===== config.mk =====
export PLATFORM = sky130hd
export DESIGN_NAME = cell_output_scheduler
export DESIGN_NICKNAME = d
export VERILOG_FILES = /design/src/rtl/cell_output_scheduler.sv
export SDC_FILE = /design/constraint.sdc
export NUM_CORES = 1
export LEC_CHECK = 0
export CAP_MARGIN = 20
export CORE_ASPECT_RATIO = 0.7
export CORE_UTILIZATION = 38
export CTS_CLUSTER_DIAMETER = 80
export DETAILED_ROUTE_END_ITERATION = 6
export PLACE_DENSITY = 0.83
export SLEW_MARGIN = 5
export SYNTH_ARGS = -nofsm -noshare
export SYNTH_HDL_FRONTEND = slang
export SYNTH_SLANG_ARGS = --single-unit
export TNS_END_PERCENT = 50

===== constraint.sdc =====
create_clock -name clk -period 4.21 [get_ports clk]
set_input_delay 0.6315 -clock clk [delete_from_list [all_inputs] [get_ports clk]]
set_output_delay 0.6315 -clock clk [all_outputs]
set_load 0.05 [all_outputs]

===== src/rtl/cell_output_scheduler.sv =====
// cell_output_scheduler: round-robin arbiter feeding one byte-serial
// cell serializer, with per-port enables, a sent counter and start timeout.
module cell_output_scheduler #(
  parameter int N_PORTS  = 4,
  parameter int CELL_W   = 53,
  parameter int START_TO = 4
) (
  input  logic                        clk,
  input  logic                        rst,
  input  logic [N_PORTS-1:0]          req_valid,
  input  logic [N_PORTS*CELL_W-1:0]   req_cell,
  output logic [N_PORTS-1:0]          req_ready,
  input  logic [N_PORTS-1:0]          port_en,
  input  logic                        ser_busy,
  output logic [CELL_W-1:0]           cell_out,
  output logic                        cell_valid,
  output logic [15:0]                 cells_sent,
  output logic                        err_start,
  input  logic                        err_clr
);

  localparam int PW = (N_PORTS > 1) ? $clog2(N_PORTS) : 1;

  typedef enum logic [1:0] {
    IDLE,
    ISSUE,
    WAIT_START,
    DRAIN
  } state_t;

  state_t            state;
  logic [PW-1:0]     ptr;
  logic [3:0]        timer;
  logic [15:0]       cnt;
  logic [N_PORTS-1:0] elig;
  logic [N_PORTS-1:0] grant_oh;
  logic [PW-1:0]     grant_idx;
  logic [PW-1:0]     cand;
  logic              grant_any;
  logic              go;

  assign elig       = req_valid & port_en;
  assign go         = (state == IDLE) && !ser_busy && grant_any;
  assign req_ready  = go ? grant_oh : '0;
  assign cells_sent = cnt;

  // Scan upward from the port after the last winner, wrapping at N_PORTS.
  always_comb begin
    grant_any = 1'b0;
    grant_idx = ptr;
    grant_oh  = '0;
    cand      = '0;
    for (int k = 1; k <= N_PORTS; k++) begin
      cand = PW'((int'(ptr) + k) % N_PORTS);
      if (!grant_any && elig[cand]) begin
        grant_any = 1'b1;
        grant_idx = cand;
      end
    end
    if (grant_any) grant_oh[grant_idx] = 1'b1;
  end

  // Grant / issue / start-watch / drain sequencing with registered outputs.
  // The start check fires once the incremented timer would reach
  // START_TO-1, so the error shows START_TO cycles after the issue strobe.
  always_ff @(posedge clk or posedge rst) begin
    if (rst) begin
      state      <= IDLE;
      ptr        <= PW'(N_PORTS - 1);
      timer      <= '0;
      cnt        <= '0;
      cell_out   <= '0;
      cell_valid <= 1'b0;
      err_start  <= 1'b0;
    end else begin
      cell_valid <= 1'b0;
      if (err_clr) err_start <= 1'b0;
      unique case (state)
        IDLE: begin
          if (go) begin
            cell_out   <= req_cell[int'(grant_idx)*CELL_W +: CELL_W];
            ptr        <= grant_idx;
            cell_valid <= 1'b1;
            state      <= ISSUE;
          end
        end
        ISSUE: begin
          timer <= '0;
          state <= WAIT_START;
        end
        WAIT_START: begin
          if (ser_busy) begin
            state <= DRAIN;
          end else if (int'(timer) + 2 >= START_TO) begin
            err_start <= 1'b1;
            state     <= IDLE;
          end else begin
            timer <= timer + 4'd1;
          end
        end
        DRAIN: begin
          if (!ser_busy) begin
            cnt   <= cnt + 16'd1;
            state <= IDLE;
          end
        end
        default: state <= IDLE;
      endcase
    end
  end

endmodule


==> results of run 1 <==
## metrics by stage
step | total power, mW | utilization
after CTS | 5.39 | 0.676
final | 5.37 | 0.678
after global placement | 4.48 | 0.650
after global routing | 5.62 | 0.678
after floorplan | 3.49 | -
after detailed placement | 4.57 | 0.650
## cells by family (layout without fill, tap and decap cells)
kind of cell | Yosys count | in the layout | synth area share
fa+ha+maj | 4 | 4 | 0.0110
simple gates | 107 | 107 | 0.120
mux | 57 | 57 | 0.126
buf+inv | 47 | 327 | 0.0580
xor+xnor | 16 | 16 | 0.0308
compound gates | 124 | 124 | 0.220
flops | 79 | 79 | 0.435
## critical path: stages
cell and delay, ps:
clkdlybuf4s50_1 490, and3b_1 260, o21ai_0 350, o211ai_4 340
nor2_1 190, clkdlybuf4s50_1 820
## placed cells by master, fill, tap and decap left out, drive strengths merged, types with 2 or more instances in the layout
cell type,instances
a21oi,2
a311oi,2
a32oi,53
and2,4
and3,3
and3b,3
buf,10
clkbuf,13
clkdlybuf4s50,296
clkinv,3
dfrtp,77
dfstp,2
ha,4
inv,4
mux2i,56
nand2,15
nand3,62
nand4,3
nor2,8
nor3,3
o211ai,54
o21ai,5
xnor2,9
xor2,7
## worst max path at each step
stage	start	endpoint	slack, ps	cells after the start
floorplan	req_valid[1]	req_ready[0]	1390	5
CTS	req_valid[3]	req_ready[1]	510	7
global route	req_valid[1]	req_ready[1]	370	6
detailed placement	req_valid[3]	req_ready[0]	510	6
global placement	req_valid[3]	req_ready[0]	590	7
finish	req_valid[3]	req_ready[1]	490	6
## final cells by class
cell class	instances	area, µm²
Timing Repair Buffer	306	3060
Clock buffer	13	270
Inverter	5	20.0
Fill cell	898	3760
Clock inverter	3	40.0
Multi-Input combinational cell	308	2350
Tap cell	157	196
Sequential cell	79	1980
## report_power, final
| group | leakage (nW) | switching, mW | internal (mW) |
|---|---|---|---|
| combinational | 1.99 | 2.06 | 1.21 |
| clock | 0.156 | 0.292 | 0.506 |
| sequential | 0.992 | 0.227 | 1.08 |
| total | 3.13 | 2.58 | 2.80 |
## routing by layer
metal  track usage  wire (µm)  up-vias
met5             0          0        -
met4        0.0833        439        0
met3        0.0569       1210       36
met2         0.449       8210      244
met1         0.339       7140     2382
li1              -          -     2260
## flip-flops by register name, summed over array words and instances (netlist names)
signal	cells
cell_out	53
cell_valid	1
cells_sent	16
err_start	1
ptr	2
state	2
timer	4
==> flow_summary.json, run 1 <==
{
  "outcome": "finished clean",
  "tns_ps": 0,
  "grt_overflow": 0,
  "core_area_um2": 11700,
  "fin_crit_sh": 0.883,
  "synth_top_area_cell": "dfrtp_1",
  "hold_slack_ps": 489,
  "hpwl_mm": 12.2,
  "async_flop_share": 1.00,
  "crit_arrival_ps": 3090,
  "setup_viol": 0,
  "place_area_um2": 7590,
  "required_ps": 3580,
  "die_h_um": 93.6,
  "drt_iter0_markers": 204,
  "r2r_start": "ptr[0]",
  "ctsResizeCount": 0,
  "ys_seq_area_frac": 0.435,
  "cts_setup_buffers": 0,
  "detail_route.first_pass.iterations": 4,
  "path_class": "in2out",
  "worstPathMaxFanout": 23,
  "rsz0062_at_grt": "false",
  "synth_edf_count": 0,
  "gp_congestion": 0.848,
  "synthTopCellsByCount": "77 x dfrtp_1, 62 x nand3_1, 56 x mux2i_1, 53 x a32oi_1, 53 x o211ai_1",
  "max_slew_margin": 0.443,
  "syn_area_um2": 4550,
  "synth-warning-count": 0,
  "start_util": 0.390,
  "cts_buffers": 9,
  "wl_per_cell_um": 19.5,
  "ys_ff_latch": 79,
  "clock_skew_ps": 4.31,
  "finalWirelength_mm": 17.0,
  "drtAntennaViolNets": 0,
  "final_net_count": 937,
  "vdd_drop_max_mv": 0.519,
  "timing.final.crit_period_ps": 3720,
  "worst_hold_path.num_cells": 1,
  "post-place-cells": 854,
  "clock_latency_ps": 320,
  "drive_above_1_share": 0.0532,
  "tightest_slew_ps": 836,
  "drv_cap": 0,
  "place_ws_ps": 506,
  "rows": 33,
  "final_cell_area_um2": 7920,
  "synth_top_area_frac": 0.423,
  "crit_path_start_kind": "primary input",
  "min_to": "cells_sent[15]",
  "drv_slew": 0,
  "hold_path_class": "reg2reg",
  "endpoint_kind": "primary output",
  "fin_ws_ps": 491,
  "syn2layout_area_growth_pct": 74.0,
  "die_w_um": 133,
  "r2r_cells": 6,
  "ios": 299,
  "p_per_area_nw_per_um2": 678,
  "synth_nets": 662,
  "r2r_end": "cell_out[8]",
  "viasPerCell": 5.65,
  "synth_ff_type": "dfrtp_1",
  "fmax_ghz": 0.269,
  "hold_viol_final": 0,
  "fp.dieArea_um2": 12400,
  "holdBufCountCts": 0,
  "synth.distinct_cells": 42,
  "cts.sink_count": 79,
  "grt_pass1_wl_mm": 25.9,
  "r2r_slack_ps": 1670,
  "grt_pass1_vias": 4802,
  "grt_max_degree": 109,
  "n_antenna_cell": 0,
  "clkTransAtPathRegs_ps": 60,
  "finalNonFillerCells": 871,
  "vias": 4922,
  "synth_area_leaders": "dfrtp_1 42%, mux2i_1 12%, a32oi_1 10%, o211ai_1 8.7%, nand3_1 6.8%",
  "avgSynthCellArea_um2": 10.5,
  "hp-start": "cells_sent[15]",
  "antenna_found_initial": 0,
  "port-buffer-count": 298,
  "cts_tree": "built",
  "clockBufferDepth": 2,
  "grt_usage": 0.265,
  "cts_root_buf": "clkbuf_16",
  "p_leak_nw": 3.13,
  "syn_inst": 434,
  "htreeDepth": 3,
  "synthMostInstantiatedCell": "dfrtp_1",
  "post-route-drc-count": 0
}
Power figures use the tool's default switching activity.
==> inputs of run 2 (changes only) <==
- ABC_CLOCK_PERIOD_IN_PS: unset -> 4210
- REMOVE_ABC_BUFFERS: unset -> 1
==> run 2 against run 1 <==
Count of clock-buffer cells in the layout is 2 lower. Core utilization up 0.25 points. Routed wire length is 4.4% lower. Worst hold slack worse by 1.4 ps. Clock skew rose by 1.3 ps.
==> flow_summary.json, run 2 (synthesis gave the netlist of run 1 again) <==
{
  "worstPathMaxFanout": 4,
  "tns_ps": 0,
  "final_cell_area_um2": 7950,
  "die_h_um": 93.6,
  "drv_cap": 0,
  "grt_overflow": 0,
  "drive_above_1_share": 0.0519,
  "start_util": 0.390,
  "vias": 4898,
  "hpwl_mm": 11.9,
  "place_ws_ps": 623,
  "fp.dieArea_um2": 12400,
  "multi_input_area_um2": 2350,
  "rsz0062_at_grt": "false",
  "use_met1": 0.319,
  "max_slew_margin": 0.345,
  "rows": 33,
  "viasPerCell": 5.63,
  "die_w_um": 133,
  "fin_ws_ps": 595,
  "ios": 299,
  "drt_iter0_markers": 284,
  "clock_latency_ps": 320,
  "post-route-drc-count": 0,
  "final_net_count": 938,
  "fillerInstances": 905,
  "fin_crit_sh": 0.859,
  "path_class": "in2out",
  "finalWirelength_mm": 16.2,
  "regMostFlops": "cell_out",
  "cts_buffers": 9,
  "drtAntennaViolNets": 0,
  "timing.final.crit_period_ps": 3620,
  "top_usage_layer": "met2",
  "syn2layout_area_growth_pct": 74.6,
  "cts.sink_count": 79,
  "detail_route.first_pass.iterations": 4,
  "clockBufferDepth": 2,
  "use_met2": 0.450,
  "grt_pass1_vias": 4924,
  "grt_usage": 0.258,
  "required_ps": 3580,
  "grt_pass1_wl_mm": 25.1,
  "ctsResizeCount": 0,
  "setup_viol": 0,
  "htreeDepth": 3,
  "cts_root_buf": "clkbuf_16",
  "fmax_ghz": 0.277,
  "regArea_um2": 1980,
  "crit_arrival_ps": 2980,
  "clock_skew_ps": 5.61,
  "grt.met3_usage": 0.0623,
  "port-buffer-count": 298,
  "n_antenna_cell": 0,
  "p_per_area_nw_per_um2": 675,
  "cts_tree": "built",
  "grt_max_degree": 108,
  "layout_common_cells": "296 x clkdlybuf4s50_1, 77 x dfrtp_1, 62 x nand3_1, 56 x mux2i_1",
  "clkTransAtPathRegs_ps": 60,
  "antenna_found_initial": 0,
  "hold_viol_final": 0,
  "crit_path_start_kind": "primary input",
  "gp_congestion": 0.862,
  "holdBufCountCts": 0,
  "post-place-cells": 855,
  "core_area_um2": 11700,
  "cts_setup_buffers": 0,
  "largest_register_ffs": 53,
  "finalNonFillerCells": 870,
  "tightest_slew_ps": 978,
  "p_leak_nw": 3.14,
  "endpoint_kind": "primary output",
  "place_area_um2": 7610,
  "final_common_cell": "clkdlybuf4s50_1",
  "wl_per_cell_um": 18.7,
  "final_util": 0.680,
  "drv_slew": 0,
  "hold_path_class": "reg2reg",
  "vdd_drop_max_mv": 0.441,
  "outcome": "finished clean"
}
-- run 2: final cells by class --
cell class,count,area share
inverters,5,0.00252
multi-input cells,308,0.296
well taps,157,0.0247
flip-flops and latches,79,0.249
repair buffers,307,0.389
clock buffers,11,0.0305
clock inverters,3,0.00865
-- run 2: power by group --
group          internal, mW  total, mW  switching (mW)
registers              1.08       1.29           0.212
logic                  1.22       3.26            2.04
clock network         0.530      0.820           0.290
-- run 2: final timing paths --
kind / cells past startpoint / to / from / slack, ps
worst max register to register: 6 / cell_out[11] / ptr[0] / 1680
worst max-delay path: 6 / req_ready[0] / port_en[1] / 590
max in group asynchronous: 4 / cell_out[31] / rst / 2810
worst min-delay path: 1 / cells_sent[7] / cells_sent[7] / 490
worst min register to register: 1 / cells_sent[7] / cells_sent[7] / 490
min in group asynchronous: 2 / cell_out[15] / rst / 520
-- run 2: critical path: stages --
cell,delay (ps)
clkdlybuf4s50_1,560
a22oi_2,140
o21ai_0,360
o211ai_4,150
nor2_1,210
clkdlybuf4s50_1,910
-- run 2: through the flow --
step	hold slack [ps]	total power [mW]
floorplan	460	3.41
global placement	460	4.47
detailed placement	476	4.55
CTS	484	5.39
global route	508	5.64
finish	488	5.37
-- run 2: per-layer routing --
layer,vias up,share of wire
li1,2260,-
met1,2393,0.41
met2,227,0.51
met3,18,0.066
met4,0,0.012
met5,-,0
==> inputs of run 3 (changes only) <==
- CAP_MARGIN: 20 -> 30
- CELL_PAD_IN_SITES_DETAIL_PLACEMENT: unset -> 1
- CELL_PAD_IN_SITES_GLOBAL_PLACEMENT: unset -> 2
- CORE_UTILIZATION: 38 -> 22
- PLACE_DENSITY: 0.83 -> 0.86
==> run 3 against run 2 <==
Worst hold slack lost 17 ps. Highest routed layer unchanged. Clock power is 2.7% higher. Critical path depth increased by 1. Largest power group unchanged. Routed wire length up 19%. Cell area increased by 2.1%. Critical path type unchanged. Core utilization is 28 points lower. Sequential power hardly changed.
==> flow_summary.json, run 3 (synthesis gave the netlist of run 1 again) <==
{
  "p_int_mw": 2.85,
  "regArea_um2": 1980,
  "fillerInstances": 2199,
  "drv_slew": 0,
  "p_leak_nw": 3.16,
  "setup_viol": 0,
  "crit_arrival_ps": 2600,
  "multi_input_area_um2": 2350,
  "start_util": 0.227,
  "viasPerCell": 4.93,
  "final_common_cell": "clkdlybuf4s50_1",
  "grt.met3_usage": 0.0465,
  "tightest_slew_ps": 761,
  "p_clk_frac": 0.153,
  "use_met2": 0.309,
  "cts_root_buf": "clkbuf_16",
  "slowest_stage": "clkdlybuf4s50_1",
  "worstPathMaxFanout": 28,
  "critical_path.cell_chain": "clkdlybuf4s50_1 -> a22oi_2 -> o21ai_1 -> o211ai_4 -> buf_4 -> nor2_1 -> buf_4",
  "fp.dieArea_um2": 21300,
  "hold_viol_final": 0,
  "power_switching_mw": 2.64,
  "hold_path_class": "reg2reg",
  "syn2layout_area_growth_pct": 78.3,
  "top_usage_layer": "met2",
  "sequentialPowerShare": 0.236,
  "cts_setup_buffers": 0,
  "clock_skew_ps": 4.70,
  "drv_cap": 0,
  "finalWirelength_mm": 19.3,
  "path_class": "in2out",
  "vdd_drop_max_mv": 0.428,
  "clockBufferDepth": 2,
  "ios": 299,
  "die_h_um": 122,
  "die_w_um": 174,
  "timing.final.crit_period_ps": 3230,
  "grt_usage": 0.181,
  "place_area_um2": 7800,
  "final_net_count": 940,
  "p_comb_frac": 0.611,
  "p_per_area_nw_per_um2": 676,
  "vias": 4872,
  "outcome": "finished clean",
  "grt_pass1_wl_mm": 29.9,
  "drt_iter0_markers": 160,
  "cp_common_cell": "buf_4",
  "cp.depth": 7,
  "rsz0062_at_grt": "false",
  "fin_ws_ps": 981,
  "grt_max_degree": 72,
  "clkTransAtPathRegs_ps": 60,
  "fmax_ghz": 0.310,
  "grt_pass1_vias": 5314,
  "critPathMaxStageDelay_ps": 500,
  "place_ws_ps": 943,
  "cts_buffers": 9,
  "regMostFlops": "cell_out",
  "grt_overflow": 0,
  "tns_ps": 0,
  "rows": 43,
  "wl_per_cell_um": 19.5,
  "core_area_um2": 20100,
  "use_met1": 0.224,
  "drtAntennaViolNets": 0,
  "worstPathBufferInverterCount": 3,
  "worst_hold_path.num_cells": 1,
  "clock_latency_ps": 340,
  "post-route-drc-count": 0,
  "drive_above_1_share": 0.0600,
  "post-place-cells": 971,
  "holdBufCountCts": 0,
  "hpwl_mm": 14.6,
  "path_delay_family": "buffers and inverters",
  "ctsResizeCount": 0,
  "p_sw_frac": 0.481,
  "crit_path_start_kind": "primary input",
  "r2r_cells": 6,
  "max_slew_margin": 0.492,
  "layout_common_cells": "294 x clkdlybuf4s50_1, 77 x dfrtp_1, 62 x nand3_1, 56 x mux2i_1",
  "finalNonFillerCells": 988,
  "gp_congestion": 0.848,
  "port-buffer-count": 298,
  "required_ps": 3580,
  "final_cell_area_um2": 8120,
  "detail_route.first_pass.iterations": 4,
  "htreeDepth": 3,
  "endpoint_kind": "primary output",
  "cts_tree": "built",
  "largest_register_ffs": 53,
  "cts.sink_count": 79,
  "fin_crit_sh": 0.767,
  "antenna_found_initial": 2
}
run 3: cell count changes in the layout (fill, tap and decap cells not counted), sizes merged:
cell / previous run / this run
buf: 11 / 15
clkdlybuf4s50: 296 / 294
clkinvlp: 0 / 2
clkbuf: 11 / 10
clkinv: 2 / 3
diode: 0 / 1
run 3: final cells by class:
class / instances / share of cell area
Tap cell: 270 / 0.0416
Inverter: 5 / 0.00247
Clock buffer: 10 / 0.0282
Antenna cell: 1 / 0.000308
Multi-Input combinational cell: 308 / 0.290
Clock inverter: 6 / 0.0105
Timing Repair Buffer: 309 / 0.383
Sequential cell: 79 / 0.244
run 3: path summary, 6_finish.rpt:
check	startpoint	end	slack, ps
worst min-delay path	cells_sent[15]	cells_sent[15]	470
min in group asynchronous	rst	cell_out[4]	650
max in group asynchronous	rst	cell_out[47]	2670
worst max register to register	ptr[0]	cell_out[33]	1600
worst max-delay path	req_valid[1]	req_ready[1]	980
worst min register to register	cells_sent[15]	cells_sent[15]	470
run 3: power by group through the flow:
stage	registers [mW]	logic, mW	clock network [mW]
after floorplan	2.22	1.19	0
after global placement	1.29	3.27	0
after detailed placement	1.30	3.39	0
after CTS	1.30	3.39	0.873
after global routing	1.33	3.56	0.898
final	1.29	3.35	0.842
run 3: metal layers:
layer,vias up,wire (µm)
li1,2267,-
met1,2397,8430
met2,186,9360
met3,22,1190
met4,0,323
met5,-,0
run 3: per-stage QoR:
step	power [mW]	util	hold slack, ps
2_1_floorplan	3.41	-	460
3_3_place_gp	4.56	0.386	469
3_5_place_dp	4.69	0.389	464
4_1_cts	5.56	0.405	477
5_1_grt	5.79	0.405	511
6_report	5.49	0.405	471
